### config.mk
export PLATFORM = sky130hd
export DESIGN_NAME = sensor_conditioner_flat
export DESIGN_NICKNAME = d
export VERILOG_FILES = /design/src/rtl/sensor_conditioner_if.sv /design/src/rtl/sensor_conditioner.sv /design/src/flat_wrapper.sv
export SDC_FILE = /design/constraint.sdc
export NUM_CORES = 1
export LEC_CHECK = 0
export CAP_MARGIN = 20
export CORE_MARGIN = 1.5
export CORE_UTILIZATION = 35
export CTS_CLUSTER_DIAMETER = 30
export DETAILED_ROUTE_END_ITERATION = 6
export SYNTH_ARGS = -nofsm -noshare
export SYNTH_HDL_FRONTEND = slang
export SYNTH_SLANG_ARGS = --single-unit
### constraint.sdc
create_clock -name clk -period 3.47 [get_ports clk]
set_input_delay 0.5205 -clock clk [delete_from_list [all_inputs] [get_ports clk]]
set_output_delay 0.5205 -clock clk [all_outputs]
set_load 0.01 [all_outputs]
### src/rtl/sensor_conditioner_if.sv
// rtl/sensor_conditioner_if.sv - detector contact in, clean demand/pending/fault out
interface sensor_conditioner_if #(
   parameter int CNT_W = 4
);
   logic             sensor_raw;
   logic             ack;
   logic             sensor;
   logic [CNT_W-1:0] pending;
   logic             fault;

   modport master (
      output sensor_raw,
      output ack,
      input  sensor,
      input  pending,
      input  fault
   );

   modport slave (
      input  sensor_raw,
      input  ack,
      output sensor,
      output pending,
      output fault
   );
endinterface

### src/rtl/sensor_conditioner.sv
// rtl/sensor_conditioner.sv - synchronize, debounce and latch vehicle-detector demand
// with saturating arrival count and stuck-contact fail-safe.
module sensor_conditioner #(
   parameter int DEBOUNCE_CYCLES = 8,
   parameter int STUCK_CYCLES    = 64,
   parameter int CNT_W           = 4
) (
   input logic                  clk,
   input logic                  reset,
   sensor_conditioner_if.slave  bus
);
   localparam logic [7:0]       DEB_LAST  = 8'(DEBOUNCE_CYCLES - 1);
   localparam logic [15:0]      STUCK_MAX = 16'(STUCK_CYCLES);
   localparam logic [CNT_W-1:0] PEND_MAX  = {CNT_W{1'b1}};
   localparam logic [CNT_W-1:0] PEND_ONE  = CNT_W'(1);

   typedef enum logic {S_IDLE = 1'b0, S_REQ = 1'b1} state_t;

   logic             sync1_q, sync2_q;
   logic             deb_q, deb_d;
   logic [7:0]       dcnt_q, dcnt_d;
   logic [15:0]      scnt_q, scnt_d;
   logic             arr_q, arr_d;
   state_t           state_q, state_d;
   logic [CNT_W-1:0] pending_q, pending_d;
   logic             sensor_q, sensor_d;
   logic             fault_q, fault_d;
   logic             ack_eff;

   always_ff @(posedge clk) begin
      if (reset) begin
         sync1_q   <= 1'b0;
         sync2_q   <= 1'b0;
         deb_q     <= 1'b0;
         dcnt_q    <= '0;
         scnt_q    <= '0;
         arr_q     <= 1'b0;
         state_q   <= S_IDLE;
         pending_q <= '0;
         sensor_q  <= 1'b0;
         fault_q   <= 1'b0;
      end else begin
         sync1_q   <= bus.sensor_raw;
         sync2_q   <= sync1_q;
         deb_q     <= deb_d;
         dcnt_q    <= dcnt_d;
         scnt_q    <= scnt_d;
         arr_q     <= arr_d;
         state_q   <= state_d;
         pending_q <= pending_d;
         sensor_q  <= sensor_d;
         fault_q   <= fault_d;
      end
   end

   always_comb begin
      deb_d     = deb_q;
      dcnt_d    = dcnt_q;
      scnt_d    = scnt_q;
      state_d   = state_q;
      pending_d = pending_q;

      // Any cycle agreeing with the current level restarts the stability count.
      if (sync2_q == deb_q) begin
         dcnt_d = '0;
      end else if (dcnt_q == DEB_LAST) begin
         deb_d  = sync2_q;
         dcnt_d = '0;
      end else begin
         dcnt_d = dcnt_q + 8'd1;
      end

      arr_d = deb_d & ~deb_q;

      if (!deb_q) begin
         scnt_d = '0;
      end else if (scnt_q != STUCK_MAX) begin
         scnt_d = scnt_q + 16'd1;
      end
      fault_d = (scnt_d == STUCK_MAX);

      ack_eff = bus.ack && (state_q == S_REQ);

      case (state_q)
         S_IDLE: if (arr_q) state_d = S_REQ;
         S_REQ:  if (bus.ack && !arr_q) state_d = S_IDLE;
         default: state_d = S_IDLE;
      endcase

      // A new arrival beats a coincident ack: it becomes the only pending one.
      if (arr_q && ack_eff) begin
         pending_d = PEND_ONE;
      end else if (arr_q) begin
         if (pending_q != PEND_MAX) pending_d = pending_q + PEND_ONE;
      end else if (ack_eff) begin
         pending_d = '0;
      end

      sensor_d = (state_d == S_REQ) || fault_d;
   end

   assign bus.sensor  = sensor_q;
   assign bus.pending = pending_q;
   assign bus.fault   = fault_q;
endmodule

### src/flat_wrapper.sv
// flat-port wrapper written by rule: the top's interface ports become plain ports
module sensor_conditioner_flat 
#(
   parameter int DEBOUNCE_CYCLES = 8,
   parameter int STUCK_CYCLES    = 64,
   parameter int CNT_W           = 4
)
  (clk, reset, bus_sensor_raw, bus_ack, bus_sensor, bus_pending, bus_fault);
  sensor_conditioner_if #(.CNT_W(CNT_W)) bus_i ();
  input logic clk;
  input logic reset;
  input wire logic [$bits(bus_i.sensor_raw)-1:0] bus_sensor_raw;
  input wire logic [$bits(bus_i.ack)-1:0] bus_ack;
  output wire logic [$bits(bus_i.sensor)-1:0] bus_sensor;
  output wire logic [$bits(bus_i.pending)-1:0] bus_pending;
  output wire logic [$bits(bus_i.fault)-1:0] bus_fault;
  assign bus_i.sensor_raw = bus_sensor_raw;
  assign bus_i.ack = bus_ack;
  assign bus_sensor = bus_i.sensor;
  assign bus_pending = bus_i.pending;
  assign bus_fault = bus_i.fault;
  sensor_conditioner #(.DEBOUNCE_CYCLES(DEBOUNCE_CYCLES), .STUCK_CYCLES(STUCK_CYCLES), .CNT_W(CNT_W)) u_core (.clk(clk), .reset(reset), .bus(bus_i));
endmodule
# After elaboration in Yosys (flattened, before gate mapping)
# Cells that the tools add are included.
# op_classes
n_addsub	3
n_eq_ne	7
mux	11
bitwise_logic	3
n_reduce_logical	11
# ops
operator	n
$mux 16	2
$add 16x1->16 const B	1
$eq 16x7->1 const B	1
$ne 16x7->1 const B	1
$mux 4	3
$add 8x1->8 const B	1
$eq 8x3->1 const B	1
$mux 1	5
$add 4x1->4 const B	1
$ne 4x4->1 const B	1
$reduce_and 2->1	2
$logic_and 1x1->1	3
$ne 3x3->1 const B	1
$reduce_bool 3->1	1
$reduce_or 3->1	1
$ne 2x2->1 const B	1
$not 1->1	2
$pmux 1 s2	1
$reduce_bool 2->1	1
$reduce_or 2->1	1
$and 1x1->1	1
$eq 1x1->1	1
$logic_not 1->1	1
$logic_or 1x1->1	1
# word_totals
reg_bits	35
inputBits	4
out_inout_bits	6

# Depth between registers and ports, before layout
# Gate-level depths: netlist of run 1.
# depth
depth_word	5
ltp_mapped	9

# Least setup slack after synthesis of run 1
# OpenSTA, ideal clock, no wires.
# synth_timing
kind	register to register
startpoint	register u_core.scnt_q[0]
endpoint	register u_core.sensor_q (netlist: u_core.bus.sensor)
arrival_time_ns	2.445
required_ns	3.383
setup_slack_ns	0.938
stages_incl_launch_ff	10
path_buffers	2
path_cell_list	dfxtp_1 buf_2 inv_1 ha_1 or4bb_1 or4_1 buf_2 mux2i_1 or4_1 o31ai_1
# synth_between
elab_chain_len	5
elab_cells_between_ends	6
# synth_rtl
element	line	source
start: declaration	sensor_conditioner.sv:22	logic [15:0] scnt_q, scnt_d;
start signal: assignment	sensor_conditioner.sv:47	scnt_q <= scnt_d;
$add 16x1->16 or $ne 16x7->1 (tied branches)	sensor_conditioner.sv:78, sensor_conditioner.sv:77	
$mux 16 (*)	sensor_conditioner.sv:77	end else if (scnt_q != STUCK_MAX) begin
$mux 16 (*)	sensor_conditioner.sv:75	if (!deb_q) begin
$eq 16x7->1 (*)	sensor_conditioner.sv:80	fault_d = (scnt_d == STUCK_MAX);
$logic_or 1x1->1 (*)	sensor_conditioner.sv:99	sensor_d = (state_d == S_REQ) || fault_d;
end signal: assignment	sensor_conditioner.sv:51	sensor_q <= sensor_d;
end: declaration	sensor_conditioner.sv:26	logic sensor_q, sensor_d;
# Every way passes the cells marked *; elsewhere a longest branch is shown, timed or not.
# A chain may end at the register's enable or synchronous reset.

# Final worst setup path of run 1
# Ends and elaborated chain as after synthesis.

==> results.yml, run 1 <==
power:
  power.density_nw_per_um2: 370
  share_seq_of_total_power_pct: 57.4
  switching_share_pct: 20.0
  p_switching_mw: 0.141
  p_int_mw: 0.564
  ir_worst_vdd_v: 0.000114
  p_leak_nw: 0.644
  pwr-share-comb_pct: 1.4
  pwr-share-clk_pct: 41.3
synth:
  synth_edf_count: 0
  ys_dominant_reg_cell: "dfxtp_1"
  async_flop_share_pct: 0
  netlist_instances: 198
  synth_cell_type_count: 35
  ys_warn_count: 0
  syn_avg_cell_area_um2: 8.54
  synth_top_area_cell: "dfxtp_1"
  seq_area_frac_synth_pct: 41.4
  synth_top_area_share_pct: 41.4
  syn-cell-area_um2: 1690
  synth-seq-cells: 35
  ys_top_cells_by_area: "dfxtp_1 (41%), nor2_1 (7.1%), xnor2_1 (6.7%)"
  synth_fp_nets: 206
placed_design:
  dp_hpwl_mm: 2.18
  portBuffers: 9
  routabilityCongestion: 0.788
sta:
  setup_viol: 0
  fin_crit_sh_pct: 75.7
  fmax_mhz: 381
  whs_ns: 0.454
  hold_viol: 0
  slew_violations: 0
  skew_ns: 0.00575
  slew_headroom_pct: 50.3
  tightest_slew_ns: 0.740
  tns_ns: 0
  post-route-min-period_ns: 2.63
  rsz0062_at_grt: "no"
detailed_routing:
  dr_wl_met2_mm: 1.39
  firstDrtPassIters: 4
  routedWlPerCell_um: 12.1
  routed.top_layer: "met4"
  wl_met1_mm: 1.57
  dr_total_vias: 1358
  wl_met3_um: 143
  wirelength_mm: 3.17
  vias_per_cell: 5.20
  drtAntennaViolNets: 0
  drtIter0Drc: 84
  drc_errors: 0
clocking:
  root_buffer: "clkbuf_8"
  cts_made_buffers: 5
  ctsResizeCount: 0
  htree_levels: 2
  clock_path_buffers: 2
  cts_tree: "yes"
  clk_pin_slew_ns: 0.07
  cts_hold_buffers: 0
  cts.sinks: 35
  clk_latency_ns: 0.28
  post-cts-setup-buffer-count: 0
floorplan:
  rows: 25
  dieArea_um2: 5260
  initial_core_util_pct: 36.1
  die_height_um: 72.5
  coreArea_um2: 4690
  die_x_um: 72.5
  io-pin-count: 10
setup_path:
  worstPathCellList: "inv_1, ha_1, or4bb_1, or4_1, mux2i_1, or4_1, o31ai_1"
  startpoint_type: "register"
  endpoint_kind: "register"
  required_ns: 3.67
  path_max_fanout: 8
  slowest_stage: "or4_1"
  cp_num_buf_inv: 1
  path_class: "reg -> reg"
  slowest_delay_ns: 0.61
  cp_common_cell: "or4_1"
  cpLargestDelayFamily: "simple AND/OR/NAND/NOR gates"
  arrival_ns: 2.83
worst_hold_path:
  hold_path.class: "reg -> reg"
global_routing:
  grt_max_degree: 16
  grt_pass1_wl_mm: 5.66
  antenna_found_initial: 0
  grt_pass1_vias: 1293
  grt_use_total_pct: 13.5
  grt_overflow: 0
finish:
  n_antenna_cell: 0
  final_net_count: 215
  drive_gt1_share_pct: 5.31
  areaGrowthSynthToFinish_pct: 12.5
status:
  outcome: "complete, no violations"
flow_run:
  drv_cap: 0
synth_stat cells, types with 5 or more instances:
cell	n
a21oi_1	6
dfxtp_1	35
inv_1	7
nand2_1	11
nand3_1	12
nand4_1	5
nor2_1	32
nor2b_1	6
nor3_1	7
o21ai_0	7
or4_1	5
xnor2_1	13
xor2_1	10
cell type report:
cell class              count  area, µm²
inverters                   7       26.3
clock inverters             1       5.00
repair buffers             10       97.6
well taps                  54       67.6
flip-flops and latches     35        701
multi-input cells         148        923
fillers                   461       2790
clock buffers               6       82.6
cells in the final DEF (no fill, tap or decap):
| cell type | synthesis | layout |
|---|---|---|
| nor4_4 | 1 | 1 |
| nor2_1 | 32 | 32 |
| nand3_1 | 12 | 12 |
| and3_1 | 1 | 1 |
| dfxtp_1 | 35 | 35 |
| o41ai_1 | 1 | 1 |
| clkdlybuf4s50_1 | 0 | 9 |
| o21a_1 | 1 | 1 |
| or2_2 | 1 | 1 |
| clkbuf_8 | 0 | 6 |
| nand3_2 | 1 | 1 |
| xor2_1 | 10 | 10 |
| nor2b_1 | 6 | 6 |
| nor4b_1 | 1 | 1 |
| and2_1 | 1 | 1 |
| nand2_1 | 11 | 11 |
| xnor2_1 | 13 | 13 |
| buf_4 | 0 | 1 |
| a21oi_1 | 6 | 6 |
| inv_1 | 7 | 7 |
| a211oi_1 | 2 | 2 |
| a31oi_1 | 2 | 2 |
| or4_1 | 5 | 5 |
| o21ai_0 | 7 | 7 |
| nor4_1 | 3 | 3 |
| clkinv_2 | 0 | 1 |
| ha_1 | 4 | 4 |
| or4bb_1 | 1 | 1 |
| or3_1 | 4 | 4 |
| nand2b_1 | 1 | 1 |
| o2111ai_1 | 1 | 1 |
| a32oi_1 | 1 | 1 |
| nand4_1 | 5 | 5 |
| o31ai_1 | 3 | 3 |
| nor3_1 | 7 | 7 |
| mux2i_1 | 4 | 4 |
worst register-to-register path: stages, from the launching register on:
cell and delay (ns):
dfxtp_1 0.38, inv_1 0.12, ha_1 0.14, or4bb_1 0.45
or4_1 0.61, mux2i_1 0.17, or4_1 0.44, o31ai_1 0.24
power groups by stage:
stage               sequential (mW)  combinational [mW]  clock [mW]
floorplan                     0.413             0.00396           0
global placement              0.413             0.00989           0
detailed placement            0.413             0.00976           0
CTS                           0.404             0.00991       0.302
global route                  0.404              0.0106       0.313
finish                        0.404             0.00980       0.291
worst paths after layout:
path / start / endpoint / slack (ns) / cells after the start
min reg2reg: u_core.dcnt_q[0] / u_core.dcnt_q[0] / 0.45 / 1
max: u_core.scnt_q[0] / u_core.bus.sensor / 0.84 / 7
min: u_core.dcnt_q[0] / u_core.dcnt_q[0] / 0.45 / 1
max reg2reg: u_core.scnt_q[0] / u_core.bus.sensor / 0.84 / 7
state kept, by name, indices dropped and copies added (netlist names):
register	flops
u_core.bus.sensor	1
u_core.bus.pending	4
u_core.sync2_q	1
u_core.deb_q	1
u_core.arr_q	1
u_core.state_q	1
u_core.scnt_q	16
u_core.sync1_q	1
u_core.dcnt_q	8
u_core.bus.fault	1
routing by layer:
metal	global-route usage [%]	up-vias
met3	4.58	7
li1	-	706
met4	5.66	0
met1	17.0	623
met2	21.2	22
met5	0	-
through the flow:
stage / std cells / setup WS (ns) / cell area (µm²) / total power, mW / utilization, %
2_1_floorplan: 198 / 0.938 / 1690 / 0.417 / -
3_3_place_gp: 254 / 0.906 / 1820 / 0.423 / 38.7
5_1_grt: 261 / 0.714 / 1900 / 0.727 / 40.6
6_report: 261 / 0.843 / 1900 / 0.704 / 40.6
4_1_cts: 261 / 0.849 / 1900 / 0.715 / 40.6
3_5_place_dp: 254 / 0.860 / 1820 / 0.423 / 38.7
cells by family after synthesis:
family                     share of synthesized area [%]
muxes                                               2.37
and+or+nand+nor                                     28.6
buffers and inverters                               3.99
DFF                                                 41.4
AOI/OAI and AO/OA                                   8.80
xor gates and xnor gates                            11.9
adders and majority gates                           2.96
Power figures use the tool's default switching activity.
==> run 2: changes to the inputs <==
Clock period 3.47 ns to 2.2 ns, I/O delays scaled along.
==> run 2 against run 1 <==
The run now ends with setup timing left. Power up 77%. Non-clock buffer count grew 24. Fmax is 17% higher. Clock skew is 0.0018 ns higher. Routed wire length rose by 8.4%. Flip-flop and latch count is the same. First-iteration DRC count decreased by 56%. Hold slack worse by 0.012 ns. Cell count rose by 9.6%. Clock-buffer cell count unchanged. Critical path depth down 2. Global-route usage up 0.73 points. Largest cell class unchanged.
==> results.yml, run 2 (synthesis results as in run 1) <==
status:
  outcome: "finished with violations"
  violations: "setup timing"
setup_path:
  startpoint_type: "register"
  r2r_start: "u_core.scnt_q[9]"
  endpoint_kind: "register"
  r2r_slack_ns: -0.05
  slowest_stage: "or4_4"
  arrival_ns: 2.46
  path_class: "reg -> reg"
  cp_common_cell: "or4_4"
  path_max_fanout: 2
  slowest_delay_ns: 0.54
  r2r-end: "u_core.bus.sensor"
  worstPathCellList: "or4_4, or4_4, mux2i_1, or4_4, o31ai_4"
  required_ns: 2.41
  reg2reg_depth: 5
global_routing:
  grt_overflow: 0
  grt_pass1_vias: 1234
  grt_pass1_wl_mm: 5.76
  grt_use_total_pct: 14.3
  antenna_found_initial: 0
  grt_max_degree: 15
sta:
  rsz0062_at_grt: "yes"
  post-route-min-period_ns: 2.25
  slew_violations: 0
  fin_crit_sh_pct: 102
  skew_ns: 0.00756
  tns_ns: -0.0906
  hold_viol: 0
  fin_ws_ns: -0.0520
  fmax_mhz: 444
  tightest_slew_ns: 0.473
  setup_viol: 2
  slew_headroom_pct: 68.1
detailed_routing:
  firstDrtPassIters: 4
  vias_per_cell: 4.95
  drtAntennaViolNets: 0
  drtIter0Drc: 37
  dr_total_vias: 1415
  drc_errors: 0
  routedWlPerCell_um: 12.0
  wirelength_mm: 3.43
floorplan:
  dieArea_um2: 5260
  rows: 25
  die_x_um: 72.5
  io-pin-count: 10
  coreArea_um2: 4690
  initial_core_util_pct: 36.1
  die_height_um: 72.5
finish:
  final_net_count: 239
  mostFrequentLayoutCells: "dfxtp_1 (33), nor2_1 (32), buf_4 (25)"
  fillers: 468
  final_area_um2: 2160
  areaGrowthSynthToFinish_pct: 28.0
  n_antenna_cell: 0
  seqCellArea_um2: 703
  multi_input_area_um2: 970
  regMostFlops: "u_core.scnt_q"
  largest_reg_flops: 16
  drive_gt1_share_pct: 20.7
  final_common_cell: "dfxtp_1"
clocking:
  cts_tree: "yes"
  clk_pin_slew_ns: 0.07
  cts_made_buffers: 5
  root_buffer: "clkbuf_8"
  clk_latency_ns: 0.29
  cts_hold_buffers: 0
  post-cts-setup-buffer-count: 0
  clock_path_buffers: 2
  cts.sinks: 35
  htree_levels: 2
power:
  ir_worst_vdd_v: 0.000293
  p_leak_nw: 0.782
  power.density_nw_per_um2: 575
worst_hold_path:
  min_to: "u_core.sync2_q"
  min_delay_path_depth: 1
  min_from: "u_core.sync1_q"
  hold_path.class: "reg -> reg"
placed_design:
  dp_hpwl_mm: 2.55
  placed_area_um2: 2010
  routabilityCongestion: 0.866
  portBuffers: 9
flow_run:
  drv_cap: 0
[run 2: changes by cell type in the layout (fill, tap and decap cells not counted), sizes merged]
cell and delta:
buf +24, bufinv +1
[run 2: per-layer routing]
metal	routed length [µm]	track usage, %	vias to the layer above
li1	-	-	753
met1	1670	19.2	626
met2	1470	20.5	32
met3	254	5.14	4
met4	39	6.29	0
met5	0	0	-
[run 2: worst max-delay path by stage]
stage | start | endpoint | slack (ns) | cells after the start
floorplan | u_core.scnt_q[9] | u_core.bus.sensor | -0.15 | 6
global placement | u_core.scnt_q[9] | u_core.bus.sensor | -0.14 | 5
detailed placement | u_core.scnt_q[9] | u_core.bus.sensor | -0.18 | 5
CTS | u_core.scnt_q[9] | u_core.bus.sensor | -0.12 | 5
global route | u_core.scnt_q[9] | u_core.bus.sensor | -0.11 | 5
finish | u_core.scnt_q[9] | u_core.bus.sensor | -0.05 | 5
[run 2: report_power, final]
| group | internal (mW) | switching (mW) | leakage, nW |
|---|---|---|---|
| combinational | 0.00786 | 0.00695 | 0.438 |
| sequential | 0.636 | 0.000978 | 0.283 |
| clock | 0.366 | 0.228 | 0.0612 |
[run 2: timing repair]
action | CTS | global route
endpoints found under the hold margin | 0 | 0
gates resized for setup | 3 | 5
endpoints found under the setup margin | 2 | 3
pin swaps | 0 | 1
[run 2: critical path: cells and delay by family (launching register included)]
family	cells	cell delay, ns
DFF	1	0.32
and+or+nand+nor	3	1.53
AOI/OAI and AO/OA	1	0.17
muxes	1	0.14
[run 2: cell type report]
class,count,area share [%]
multi-input cells,148,44.8
well taps,54,3.12
clock buffers,6,3.82
flip-flops and latches,35,32.5
inverters,7,1.33
repair buffers,34,12.8
clock inverters,2,1.62
[run 2: stage by stage]
stage | setup WS [ns] | std cells | hold WS [ns] | power (mW) | util (%)
3_3_place_gp | -0.137 | 278 | 0.417 | 0.666 | 42.9
6_report | -0.0520 | 286 | 0.442 | 1.25 | 46.1
5_1_grt | -0.111 | 286 | 0.483 | 1.29 | 46.1
4_1_cts | -0.124 | 286 | 0.446 | 1.27 | 45.7
2_1_floorplan | -0.149 | 198 | 0.414 | 0.657 | -
3_5_place_dp | -0.177 | 278 | 0.434 | 0.666 | 42.9
==> run 3: changes to the inputs <==
Settings changed: CORE_MARGIN 1.5 to not set, MAX_ROUTING_LAYER set to met4.
Clock period 2.2 ns to 2.5 ns, I/O delays scaled along.
==> run 3 against run 2 <==
The flow now finishes without violations. Core utilization down 2.4 points. Sequential share of layout area up 3.1 points. Non-clock buffer count down 15. Clock skew up 0.00051 ns. Via count down 3.9%. Design area down 9.0%. First-iteration DRC count up 70%. Fmax down 5.5%.
==> results.yml, run 3 (synthesis results as in run 1) <==
setup_path:
  arrival_ns: 2.59
  r2r_start: "u_core.scnt_q[0]"
  cpLargestDelayFamily: "simple AND/OR/NAND/NOR gates"
  path_max_fanout: 3
  reg2reg_depth: 7
  startpoint_type: "register"
  r2r-end: "u_core.bus.sensor"
  slowest_stage: "or4_1"
  endpoint_kind: "register"
  cp_common_cell: "or4_1"
  cp_num_buf_inv: 1
  r2r_slack_ns: 0.12
  path_class: "reg -> reg"
  slowest_delay_ns: 0.51
  worstPathCellList: "inv_1, ha_1, or4bb_1, or4_1, mux2i_1, or4_1, o31ai_1"
  required_ns: 2.71
floorplan:
  die_x_um: 71.5
  io-pin-count: 10
  coreArea_um2: 4500
  initial_core_util_pct: 37.6
  dieArea_um2: 5120
  die_height_um: 71.5
  rows: 24
clocking:
  cts_made_buffers: 5
  post-cts-setup-buffer-count: 0
  clock_path_buffers: 2
  root_buffer: "clkbuf_8"
  cts_hold_buffers: 0
  htree_levels: 2
  cts.sinks: 35
  clk_pin_slew_ns: 0.07
  cts_tree: "yes"
  ctsResizeCount: 0
  clk_latency_ns: 0.29
worst_hold_path:
  min_delay_path_depth: 1
  hold_path.class: "reg -> reg"
  min_to: "u_core.sync2_q"
  min_from: "u_core.sync1_q"
power:
  ir_worst_vdd_v: 0.000241
  power.density_nw_per_um2: 498
  finalPower_mw: 0.981
  p_leak_nw: 0.684
sta:
  fin_ws_ns: 0.118
  hold_viol: 0
  setup_viol: 0
  skew_ns: 0.00807
  fmax_mhz: 420
  tightest_slew_ns: 0.494
  rsz0062_at_grt: "no"
  tns_ns: 0
  fin_crit_sh_pct: 95.3
  whs_ns: 0.446
  slew_headroom_pct: 67.0
  post-route-min-period_ns: 2.38
  slew_violations: 0
global_routing:
  grt_pass1_vias: 1201
  grt_pass1_wl_mm: 5.66
  grt_overflow: 0
  antenna_found_initial: 0
  grt_max_degree: 15
  grt_use_total_pct: 15.1
placed_design:
  post-place-ws_ns: 0.156
  dp_hpwl_mm: 2.34
  portBuffers: 9
  routabilityCongestion: 0.840
detailed_routing:
  vias_per_cell: 5.06
  dr_total_vias: 1360
  drtIter0Drc: 63
  drtAntennaViolNets: 0
  wirelength_mm: 3.21
  firstDrtPassIters: 4
  drc_errors: 0
  routedWlPerCell_um: 11.9
finish:
  multi_input_area_um2: 923
  seqCellArea_um2: 701
  final_common_cell: "dfxtp_1"
  n_antenna_cell: 0
  largest_reg_flops: 16
  regMostFlops: "u_core.scnt_q"
  fillers: 471
  mostFrequentLayoutCells: "dfxtp_1 (35), nor2_1 (32), xnor2_1 (13)"
  areaGrowthSynthToFinish_pct: 16.4
  drive_gt1_share_pct: 9.68
  final_net_count: 224
flow_run:
  drv_cap: 0
status:
  outcome: "complete, no violations"
run 3: cell types whose count changed in the layout (fill, tap and decap cells not counted), sizes merged:
cell	delta
buf	-15
bufinv	-1
clkbuf	-1
clkinvlp	+2
run 3: where the power goes:
part / total, mW / switching, mW / internal (mW) / leakage (nW)
Sequential: 0.560 / 0.000858 / 0.559 / 0.282
Combinational: 0.0133 / 0.00638 / 0.00694 / 0.362
Clock: 0.407 / 0.214 / 0.194 / 0.0402
run 3: layout make-up:
type	instances	share of cell area [%]
multi-input cells	148	46.9
flip-flops and latches	35	35.6
repair buffers	19	8.39
clock buffers	5	3.49
well taps	52	3.30
inverters	7	1.33
clock inverters	3	1.02
run 3: per-layer routing:
metal | GRT usage (%) | wire (µm)
met2 | 21.3 | 1340
met4 | 8.50 | 75
met3 | 4.22 | 108
met1 | 19.4 | 1690
met5 | - | 0
run 3: metrics by stage:
stage	utilization (%)	instances	cell area, µm²
4_1_cts	43.7	269	1970
3_5_place_dp	41.8	261	1880
5_1_grt	43.7	269	1970
6_report	43.7	269	1970
2_1_floorplan	-	198	1700
3_3_place_gp	41.8	261	1880
run 3: worst max path at each step:
| stage | start | endpoint | slack (ns) | cells past startpoint |
|---|---|---|---|---|
| 2_1_floorplan | u_core.scnt_q[0] | u_core.bus.sensor | 0.002 | 9 |
| 5_1_grt | u_core.scnt_q[0] | u_core.bus.sensor | 0.007 | 7 |
| 6_report | u_core.scnt_q[0] | u_core.bus.sensor | 0.12 | 7 |
| 3_5_place_dp | u_core.scnt_q[0] | u_core.bus.sensor | 0.16 | 7 |
| 3_3_place_gp | u_core.scnt_q[0] | u_core.bus.sensor | 0.17 | 7 |
| 4_1_cts | u_core.scnt_q[0] | u_core.bus.sensor | 0.13 | 7 |
run 3: worst reg2reg max path, stage by stage, from the launching register on:
cell     delay (ns)
dfxtp_1        0.31
inv_1          0.09
ha_1           0.16
or4bb_1        0.46
or4_1          0.51
mux2i_1        0.14
or4_1          0.44
o31ai_1        0.19
